### src/rtl/code_scan_if.sv
// Pushbutton/switch inputs and decoder-select outputs of code_scan.
// The board side drives the keys; code_scan drives the code and status.
interface code_scan_if;
    logic key_mode;
    logic key_step;
    logic dir;
    logic out1;
    logic out2;
    logic out3;
    logic auto_mode;
    logic step_pulse;

    modport master (
        output key_mode, key_step, dir,
        input  out1, out2, out3, auto_mode, step_pulse
    );

    modport slave (
        input  key_mode, key_step, dir,
        output out1, out2, out3, auto_mode, step_pulse
    );
endinterface

### src/rtl/code_scan.sv
// Select-code generator for a 3-to-8 decoder: steps 000..110 either on a
// prescaled auto tick or on debounced key presses; 111 is never produced.
module code_scan #(
    parameter int CNT_MAX = 24_999_999,
    parameter int DEB_MAX = 999_999
) (
    input  logic         sys_clk,
    input  logic         sys_rst_n,
    code_scan_if.slave   bus
);
    localparam int PW = (CNT_MAX > 0) ? $clog2(CNT_MAX + 1) : 1;
    localparam int DW = (DEB_MAX > 0) ? $clog2(DEB_MAX + 1) : 1;
    localparam logic [PW-1:0] PRESC_TOP = PW'(CNT_MAX);
    localparam logic [DW-1:0] DEB_TOP   = DW'(DEB_MAX);
    localparam logic [DW-1:0] DEB_ARM   = DW'(DEB_MAX - 1);

    typedef enum logic {ST_AUTO, ST_MANUAL} state_t;

    state_t                 r_state;
    logic [PW-1:0]          r_presc;
    logic [2:0]             r_code;
    logic                   r_auto;
    logic                   r_pulse;
    logic [2:0]             r_sync1;
    logic [2:0]             r_sync2;
    logic [1:0][DW-1:0]     r_deb_cnt;

    logic [1:0]             w_key_s;
    logic [1:0]             w_press;
    logic                   w_mode_press;
    logic                   w_step_press;
    logic                   w_dir;

    // Sync bit order: 0 = key_mode, 1 = key_step, 2 = dir; keys idle high.
    always_ff @(posedge sys_clk or negedge sys_rst_n) begin
        if (!sys_rst_n) begin
            r_sync1 <= 3'b011;
            r_sync2 <= 3'b011;
        end else begin
            r_sync1 <= {bus.dir, bus.key_step, bus.key_mode};
            r_sync2 <= r_sync1;
        end
    end

    assign w_key_s = r_sync2[1:0];
    assign w_dir   = r_sync2[2];

    // The low-level gate keeps a bounce that releases exactly at DEB_MAX-1 silent.
    always_comb begin
        w_press = '0;
        for (int k = 0; k < 2; k++) begin
            w_press[k] = !w_key_s[k] && (r_deb_cnt[k] == DEB_ARM);
        end
    end

    assign w_mode_press = w_press[0];
    assign w_step_press = w_press[1];

    always_ff @(posedge sys_clk or negedge sys_rst_n) begin
        if (!sys_rst_n) begin
            r_deb_cnt <= '0;
        end else begin
            for (int k = 0; k < 2; k++) begin
                if (w_key_s[k]) begin
                    r_deb_cnt[k] <= '0;
                end else if (r_deb_cnt[k] != DEB_TOP) begin
                    r_deb_cnt[k] <= r_deb_cnt[k] + DW'(1);
                end
            end
        end
    end

    function automatic logic [2:0] next_code(input logic [2:0] code, input logic up);
        if (code == 3'b111) begin
            return 3'b000;
        end
        if (up) begin
            return (code == 3'b110) ? 3'b000 : code + 3'd1;
        end
        return (code == 3'b000) ? 3'b110 : code - 3'd1;
    endfunction

    // A mode press always wins over a step in the same cycle.
    always_ff @(posedge sys_clk or negedge sys_rst_n) begin
        if (!sys_rst_n) begin
            r_state <= ST_AUTO;
            r_presc <= '0;
            r_code  <= 3'b000;
            r_auto  <= 1'b1;
            r_pulse <= 1'b0;
        end else begin
            r_pulse <= 1'b0;
            if (w_mode_press) begin
                r_presc <= '0;
                if (r_state == ST_AUTO) begin
                    r_state <= ST_MANUAL;
                    r_auto  <= 1'b0;
                end else begin
                    r_state <= ST_AUTO;
                    r_auto  <= 1'b1;
                end
            end else if (r_state == ST_AUTO) begin
                if (r_presc == PRESC_TOP) begin
                    r_presc <= '0;
                    r_code  <= next_code(r_code, w_dir);
                    r_pulse <= 1'b1;
                end else begin
                    r_presc <= r_presc + PW'(1);
                end
            end else begin
                r_presc <= '0;
                if (w_step_press) begin
                    r_code  <= next_code(r_code, w_dir);
                    r_pulse <= 1'b1;
                end
            end
        end
    end

    assign bus.out1       = r_code[2];
    assign bus.out2       = r_code[1];
    assign bus.out3       = r_code[0];
    assign bus.auto_mode  = r_auto;
    assign bus.step_pulse = r_pulse;
endmodule

### src/flat_wrapper.sv
// flat-port wrapper written by rule: the top's interface ports become plain ports
module code_scan_flat 
#(
    parameter int CNT_MAX = 24_999_999,
    parameter int DEB_MAX = 999_999
)
  (sys_clk, sys_rst_n, bus_key_mode, bus_key_step, bus_dir, bus_out1, bus_out2, bus_out3, bus_auto_mode, bus_step_pulse);
  code_scan_if bus_i ();
  input  logic sys_clk;
  input  logic sys_rst_n;
  input wire logic [$bits(bus_i.key_mode)-1:0] bus_key_mode;
  input wire logic [$bits(bus_i.key_step)-1:0] bus_key_step;
  input wire logic [$bits(bus_i.dir)-1:0] bus_dir;
  output wire logic [$bits(bus_i.out1)-1:0] bus_out1;
  output wire logic [$bits(bus_i.out2)-1:0] bus_out2;
  output wire logic [$bits(bus_i.out3)-1:0] bus_out3;
  output wire logic [$bits(bus_i.auto_mode)-1:0] bus_auto_mode;
  output wire logic [$bits(bus_i.step_pulse)-1:0] bus_step_pulse;
  assign bus_i.key_mode = bus_key_mode;
  assign bus_i.key_step = bus_key_step;
  assign bus_i.dir = bus_dir;
  assign bus_out1 = bus_i.out1;
  assign bus_out2 = bus_i.out2;
  assign bus_out3 = bus_i.out3;
  assign bus_auto_mode = bus_i.auto_mode;
  assign bus_step_pulse = bus_i.step_pulse;
  code_scan #(.CNT_MAX(CNT_MAX), .DEB_MAX(DEB_MAX)) u_core (.sys_clk(sys_clk), .sys_rst_n(sys_rst_n), .bus(bus_i));
endmodule
### config.mk
export PLATFORM = sky130hd
export DESIGN_NAME = code_scan_flat
export DESIGN_NICKNAME = d
export VERILOG_FILES = /design/src/rtl/code_scan_if.sv /design/src/rtl/code_scan.sv /design/src/flat_wrapper.sv
export SDC_FILE = /design/constraint.sdc
export NUM_CORES = 1
export LEC_CHECK = 0
export BUFFER_PORTS_ARGS = -buffer_cell sky130_fd_sc_hd__buf_4
export CORE_MARGIN = 2
export CORE_UTILIZATION = 35
export DETAILED_ROUTE_END_ITERATION = 12
export GPL_TIMING_DRIVEN = 0
export REMOVE_ABC_BUFFERS = 1
export SLEW_MARGIN = 25
export SYNTH_ARGS = -nofsm -noshare
export SYNTH_HDL_FRONTEND = slang
export SYNTH_SLANG_ARGS = --single-unit
### constraint.sdc
create_clock -name sys_clk -period 2.7 [get_ports sys_clk]
set_input_delay 0.27 -clock sys_clk [delete_from_list [all_inputs] [get_ports sys_clk]]
set_output_delay 0.27 -clock sys_clk [all_outputs]
set_load 0.02 [all_outputs]
==> run summary, run 1 <==
The flow ran to the end, but the final reports show violations. The final reports fail on hold timing. Startpoint-to-endpoint class of the critical path: register to register. The number of antenna violations at the first check in global routing was 0; the total via count after detailed routing was 2842. The top-level port count is 10.

Setup repair after global routing left no endpoint under its margin. CTS built an H-tree with a depth of 3. During synthesis, Yosys emitted a total of 0 warnings.

The power per standard cell area is 550 nW/µm². The type of origin of the critical path was a register. In the layout the commonest cells are dfrtp_1, nor2_1, xnor2_1. Traced cell by cell, the critical path runs through ha_1, and2_1, nand4_1, nor4_1, or3_1, nor2_1. The tools report the max-slew headroom at the worst pin as 38.4%.

In this run, synthesis produced a sequential element count of 77. Relative to the synthesized area, the layout overhead comes to 12.8%. In the synthesized netlist, the number of instances is 402. The startpoint of the most critical setup path is u_core.r_presc[0]. The logs give 3970 µm² for the post-synthesis instance area and 0 for the antenna violation net count after detailed routing. For this block, the routed nets add up to 7.32 mm of wire.

At the end of the flow the core is filled with cells to 41.0%. The fraction of layout cells with a size suffix above 1 came out at 10.1%. Total power for the finished layout comes to 2460 µW. After detailed routing, the number of remaining DRC violations is 0.

The category of cells accounting for the largest share of critical-path delay is simple AND/OR/NAND/NOR gates. Time the final worst path needs with I/O delays and setup: 2.33 ns. In this run the critical register-to-register path is launched from u_core.r_presc[0].

For this run the aggregate overflow at the end of global routing stands at 0. The tools report the hold violation count in the final report as 69. The dominant register cell in the synthesized netlist is dfrtp_1.

The destination of the critical timing path is u_core.r_presc[6]. The worst setup path is captured at a register. The run gives 0 as the number of diodes. Post-CTS timing repair inserted 0 buffers for setup.

Library cell used as clock root buffer: clkbuf_16. For this run, the detailed router's first-pass iteration total came to 4. Dividing the detail-routed via count by the number of cells gives 5.10. The logs give 9 for the number of CTS-inserted buffers and 151 for the number of DRC violations after detailed-routing iteration 0. The combined buffer and inverter count along the critical path came out at 0. Sorting the synthesized cells by area gives the leading types as dfrtp_1, xnor2_1, nor2_1, xor2_1, ha_1. After detailed routing, the average wire length per cell comes to 13.1 µm. The path class of the lowest-slack min-delay path is primary input to async pin. The initialized floorplan defines 38 standard-cell rows. The critical path runs through a total of 6 cells.

In the global route stage, overall resource usage came out at 12.8%. For this run, asynchronously set or reset flops after synthesis account for 100%. The leakage power of the design is 0.00189 µW.

The initial utilization of the core area, before any placement, comes to 36.3%. The minimum setup slack among reg-to-reg paths is 0.37 ns. Timing would allow up to 429 MHz. The largest net degree at the start of global routing is 78, and the quantity of I/O buffers inserted on ports is 9. The first global-routing pass estimated 13.0 mm of wire. Measured along the x axis, the die boundary spans 111 µm. For the post-cts sizing count, the log shows 0. The run gives 12200 µm² as the area of the die. The tools report the final number of max-transition violations as 0. Summed over all nets, the half-perimeter wirelength after detailed placement is 4.86 mm.

The endpoint identified for the worst register-to-register timing path is u_core.r_presc[6]. Counting along the longest clock path gives a buffer depth of 2. The slew at the pin closest to its max-slew limit is 0.916 ns, and the final weighted congestion in routability-driven placement is 0.751. TritonCTS built the clock tree. The number of global-route vias before repair was 2719.

The slowest stage of the critical path is the or3_1 cell. The largest total area in the synthesized netlist belongs to dfrtp_1. The layout net count was 428; the sequential share of the synthesized area was 48.6%. The number of filler cells placed in the layout came out at 1067. The register clock-pin slew on the reported worst setup and hold paths is 0.06 ns, and the clock latency of the later-clocked register in the worst-skew pair is 0.33 ns. The worst path uses 86.4% of the clock period. Counting every sink on the clock net gives 77. Across the VDD grid, the largest voltage drop is 0.000284 V.

The largest single stage delay on the critical path is 0.69 ns. After synthesis, the largest area contributor takes up 45.3% of total cell area. The count of cell types in the netlist is 46, and the mean area per synthesized cell is 9.89 µm².

The library cell used most frequently in the layout, excluding fill and tap cells, is dfrtp_1. Along the worst path, the maximum fanout reaches 25. Measured in cells, the most critical reg-to-reg path has a length of 6.

The hold buffer count at cts came out at 0. Yosys mapped a number of flops with a built-in enable equal to 0. The die is 111 µm tall. Adding up every negative setup slack in the final design gives 0 ns. The tools report the data arrival time of the critical path as 2.51 ns. Data on the critical path is required at its endpoint by 2.88 ns. The run gives 0 as the count of endpoints failing setup in the final report. Max-cap violations in this run came to 0. The run gives -0.0488 ns as the tightest hold margin. After floorplanning, the core was sized to cover 10900 µm².

Across the routed clock network, the largest skew measured is 0.00681 ns.
[final cells by class]
class                   count  area (µm²)  share of cell area (%)
multi-input cells         302        1950                    43.5
clock buffers               9         225                    5.02
inverters                  13        48.8                    1.09
flip-flops and latches     77        1930                    43.1
repair buffers              9        71.3                    1.59
well taps                 140         175                    3.91
clock inverters             7        81.3                    1.81
[metal layers]
metal,global-route usage (%),wire length (µm),vias up
met5,0,0,-
met4,5.33,114,0
met3,3.07,208,8
met2,19.1,3230,31
met1,17.9,3770,1373
li1,-,-,1430
[power breakdown]
group          switching [µW]  leakage [µW]  internal, µW  total (µW)
registers                23.6       0.00103          1170        1190
logic                    30.6      0.000705          16.2        46.8
clock network             497      0.000147           728        1230
[worst register-to-register path, cell delays in order, from the launching register on]
cell	delay (ns)
dfrtp_1	0.41
ha_1	0.23
and2_1	0.26
nand4_1	0.18
nor4_1	0.29
or3_1	0.69
nor2_1	0.13
[worst min path at each step]
| stage | from | endpoint | slack (ns) | cells after the start |
|---|---|---|---|---|
| floorplan | sys_rst_n | u_core.bus.step_pulse | -0.03 | 0 |
| global placement | u_core.r_sync1[2] | u_core.r_sync2[2] | 0.34 | 0 |
| detailed placement | u_core.r_sync1[0] | u_core.r_sync2[0] | 0.35 | 0 |
| CTS | bus_key_step | u_core.r_sync1[1] | 0.02 | 1 |
| global route | bus_key_step | u_core.r_sync1[1] | 0.02 | 1 |
| finish | sys_rst_n | u_core.r_deb_cnt[0] | -0.05 | 1 |
[flip-flops by register name, indices dropped and copies added, names as in the netlist]
register / flops
u_core.r_presc: 25
u_core.r_state: 1
u_core.r_code: 3
u_core.r_sync1: 3
u_core.r_deb_cnt: 40
u_core.bus.auto_mode: 1
u_core.r_sync2: 3
u_core.bus.step_pulse: 1
[synth_stat cells (2+ instances only)]
cell type  instances
nor4_1            11
clkbuf_1           6
and2b_1            2
nand3_1           24
mux2_2             2
a211oi_1           3
nand2_1           23
buf_2              4
dfrtp_1           72
nor4b_1            2
xor2_1            19
and3_1             9
nand4b_1           2
inv_1             13
nor2b_1            2
dfstp_2            5
o21ai_0            6
mux2i_1            2
nor2_1            69
xnor2_1           34
a21oi_1           11
and4_1             6
nor3_1            12
nand4_1           16
or3_1              7
nor4_4             3
or4b_1             4
a31oi_1            3
ha_1              11
or4_1              3
[through the flow]
step | worst slack (ns) | std cells | instance area (µm²)
2_1_floorplan | 0.708 | 392 | 3930
3_5_place_dp | 0.304 | 541 | 4170
6_report | 0.368 | 557 | 4480
5_1_grt | 0.0123 | 557 | 4480
3_3_place_gp | 0.374 | 541 | 4170
4_1_cts | 0.303 | 557 | 4480
[kinds of logic after synthesis]
logic type / after synthesis / synth area share, %
flip-flops: 77 / 48.6
buffers and inverters: 23 / 2.30
AO/OA/AOI/OAI: 29 / 4.50
XOR/XNOR: 53 / 11.7
multiplexers: 5 / 1.45
AND/OR/NAND/NOR: 204 / 28.0
adder cells (fa/ha/maj): 11 / 3.46
Power figures use the tool's default switching activity.
==> inputs of run 2 (changes only) <==
Settings changed: ABC_AREA set to 1.
==> run 2 against run 1 <==
The run still ends with hold timing left. Register-to-register slack gained 0.46 ns. Power grew 1.3%. Final cell count grew 45%. Clock skew is essentially flat. Non-clock buffer count is the same. Routed wire length grew 31%. Core utilization shrank 0.42 points. Hold slack gained 0.0081 ns. Largest power group unchanged.
==> run summary, run 2 <==
The flow ran to the end, but the final reports show violations. The peak supply drop is 0.000350 V (+23%), and the quantity of I/O buffers inserted on ports is 9 (unchanged). The run gives 38 (-17%) as the count of cell types in the netlist. Fraction of layout cells with a size suffix above 1: 11.7% (+1.6 points). Hold buffer count at cts: 0 (unchanged). Area share of the largest cell type after synthesis: 39.2% (-6.1 points). The largest stage delay on the critical path works out to 0.70 ns (about the same). The logs give 534 MHz (+24%) for the highest clock rate and 23.9% (+4.8 points) for the global-route track usage on met2. The hold violation count in the final report was 72 (+4.3%); the largest buffer count on any clock path was 2 (unchanged). For the number of filler cells placed in the layout, the log shows 1356 (+27%). The period utilization is 69.4% (-17 points), and the detailed-placement wirelength estimate is 7.08 mm (+46%). The final number of max-transition violations was 0 (unchanged); the core area was 12700 µm² (+16%). The tools report the data required time at the worst endpoint as 2.93 ns (+0.05 ns). The top-level port count came out at 10 (unchanged).

Yosys attributes the largest share of cell area to dfrtp_1, nand2_1, nor2_1, inv_1, nand3_1. The tools report the sequential share of the synthesized area as 42.1% (-6.6 points). TritonCTS built the clock tree. The post-route setup TNS is 0 ns (unchanged), and the final wirelength is 9.62 mm (+31%). The post-CTS setup repair buffer count was 0 (unchanged).

The worst setup path is launched from a register. The slew at the pin closest to its max-slew limit works out to 0.711 ns (-0.205 ns). The number of flip-flops under the largest register name was 40 (unchanged); the minimum setup slack among reg-to-reg paths was 0.83 ns (+0.46 ns).

The tools report the post-route total power as 2500 µW (+1.3%). The tools report the antenna violation net count after detailed routing as 0 (unchanged). Category of cells accounting for the largest share of critical-path delay: flip-flops. The run gives 2.11 ns (-0.40 ns) as the data arrival time of the critical path.

The number of antenna violations at the first check in global routing was 0 (unchanged). The logs give 4600 µm² (+16%) for the post-synthesis instance area and 0 (unchanged) for the total congestion overflow after global routing. The run gives 4 (unchanged) as the number of iterations in the first detailed-routing pass. The largest net degree at the start of global routing came out at 78 (unchanged).

The run gives 36.1% (-0.21 points) as the initial standard-cell utilization of the core. The number of storage elements in the synthesis netlist is 77 (unchanged). The run gives 18.9% (+1.0 points) as the global routing met1 resource utilization. The detailed-route wire length per cell is 11.9 µm (-9.2%). Final standard cell utilization of the core: 40.6% (-0.42 points). The startpoint-to-endpoint class of the critical path is register to register. The vias per cell was 4.83 (-5.4%); the die span in y was 119 µm (+7.3%). The final reports fail on hold timing.

The logs give 0.902 (+20%) for the final weighted congestion in routability-driven placement and 0 (unchanged) for the count of endpoints failing setup in the final report. The cell with the biggest individual delay on the critical path was dfstp_2. The tools report the remaining design rule violation count as 0 (unchanged). The clock latency of the later-clocked register in the worst-skew pair is 0.34 ns (about the same). The total via count after detailed routing was 3891 (+37%); the area of the die was 14100 µm² (+15%). The combined buffer and inverter count along the critical path works out to 1 (+1). After synthesis, the most frequently instantiated cells are nand2_1, nor2_1, inv_1, dfrtp_1, nand3_1. The run gives -0.0406 ns (+0.00815 ns) as the tightest hold margin. The largest registers in the layout are u_core.r_deb_cnt: 40 flops, u_core.r_presc: 25 flops. Worst slack after detailed placement: 0.818 ns (+0.514 ns). The tools report the instance count of the mapped netlist as 613 (+52%).

Most common cell after layout, fill and taps aside: nand2_1. The number of CTS-inserted buffers is 9 (unchanged), and the register clock-pin slew on the reported worst setup and hold paths is 0.06 ns (about the same). For the area used by sequential logic in the layout, the log shows 1930 µm² (unchanged). The power per standard cell area came out at 483 nW/µm² (-12%). nand2_1 is the most common cell in the netlist.

The number of global-route vias before repair was 3722 (+37%); the final clock skew was 0.00706 ns (+0.000247 ns). The tools report the met3 track demand over resource in global routing as 2.90% (-0.18 points). The total routing resource utilization after global routing is 14.7% (+1.9 points). u_core.r_deb_cnt holds more flip-flops than any other register. For the number of core rows, the log shows 41 (+7.9%).

The final worst-path setup slack was 0.826 ns (+0.458 ns). In the layout the commonest cells are nand2_1, nor2_1, inv_1. The run gives 0 (unchanged) as the max-capacitance violation count.

The number of H-tree levels came out at 3 (unchanged). The run gives 0 (unchanged) as the post-cts sizing count. In the synthesized netlist the dominant register cell turns out to be dfrtp_1. The count of clock tree sinks was 77 (unchanged); the time the final worst path needs with I/O delays and setup was 1.87 ns (-0.458 ns). The number of warnings reported in the yosys synthesis log is 0 (unchanged). The logs give 148 (-2.0%) for the number of DRC violations after detailed-routing iteration 0 and 0.00230 µW (+22%) for the leakage power of the design.

The max-slew headroom at the worst pin came out at 52.6% (+14 points). The tools report the library cell used as clock root buffer as clkbuf_16. The post-synthesis async set-or-reset flop share is 100% (unchanged). Setup repair after global routing left no endpoint under its margin. The tools report the combined area of the multi-input logic cells as 2300 µm² (+18%). The first-pass GRT wire length was 17.0 mm (+31%). The number of diodes came out at 0 (unchanged).

By instance count, the cell type seen most on the critical path is nand2_1. The worst-path maximum fanout works out to 13 (-48%). The layout net count came out at 645 (+51%). The layer flagged by global routing as most heavily used is met2. The capturing element type of the critical path is a register.

The number of flops mapped to enable cells by yosys is 0 (unchanged), and the horizontal die dimension is 119 µm (+7.3%). The mean area per synthesized cell is 7.50 µm² (-24%). The tightest min-delay check is of the primary input to async pin type. From synthesis to final layout, the design area changed by 12.3%.

The critical path goes through clkinv_1, nand2_1, nor2_1, nand3_1, nand2_1, and3_2. The largest total area in the synthesized netlist belongs to dfrtp_1.
==> run 2: changes by cell type after synthesis, sizes merged, moves of 14 or more <==
cell and delta:
nand2 +119, nor4 -14, xnor2 -28, nor2 +56
nand3 +22, inv +71
==> run 2: worst reg2reg max path, cell delays in order (launching register included) <==
cell      delay (ns)
dfstp_2         0.70
clkinv_1        0.38
nand2_1         0.15
nor2_1          0.05
nand3_1         0.11
nand2_1         0.16
and3_2          0.23
==> run 2: layout make-up <==
class | count | area share, %
clock inverter | 5 | 1.14
sequential | 77 | 37.4
timing repair buffer | 9 | 1.38
inverter | 87 | 6.42
tap | 172 | 4.17
clock buffer | 11 | 4.89
multi-input combinational | 445 | 44.6
==> run 2: worst paths after layout <==
kind,start,to,depth (start not counted)
min reg2reg,u_core.r_sync1[2],u_core.r_sync2[2],0
max reg2reg,u_core.r_sync2[1],u_core.bus.step_pulse,6
min,sys_rst_n,u_core.r_deb_cnt[27],1
min in group sys_clk,bus_dir,u_core.r_sync1[2],1
max,u_core.r_sync2[1],u_core.bus.step_pulse,6
max in group asynchronous,sys_rst_n,u_core.r_deb_cnt[29],1
==> run 2: layer usage <==
layer	wire length, µm	vias to the layer above
li1	-	1990
met1	4610	1825
met2	4530	55
met3	238	21
met4	238	0
met5	0	-
==> run 2: power breakdown <==
group	total (µW)	switching [µW]	internal, µW
Clock	1250	484	766
Sequential	1180	15.8	1170
Combinational	61.6	44.5	17.2
Total	2500	544	1950
==> run 2: cell families after synthesis <==
kind of cell / count (synthesis) / synth area share [%]
compound gates: 48 / 6.04
flops: 77 / 42.1
xor+xnor: 20 / 3.81
buf+inv: 91 / 7.89
fa+ha+maj: 11 / 2.99
simple gates: 366 / 37.2
==> run 2: stage by stage <==
| stage | area (µm²) | cells |
|---|---|---|
| floorplan | 4570 | 609 |
| global placement | 4850 | 790 |
| detailed placement | 4850 | 790 |
| CTS | 5160 | 806 |
| global route | 5160 | 806 |
| finish | 5160 | 806 |
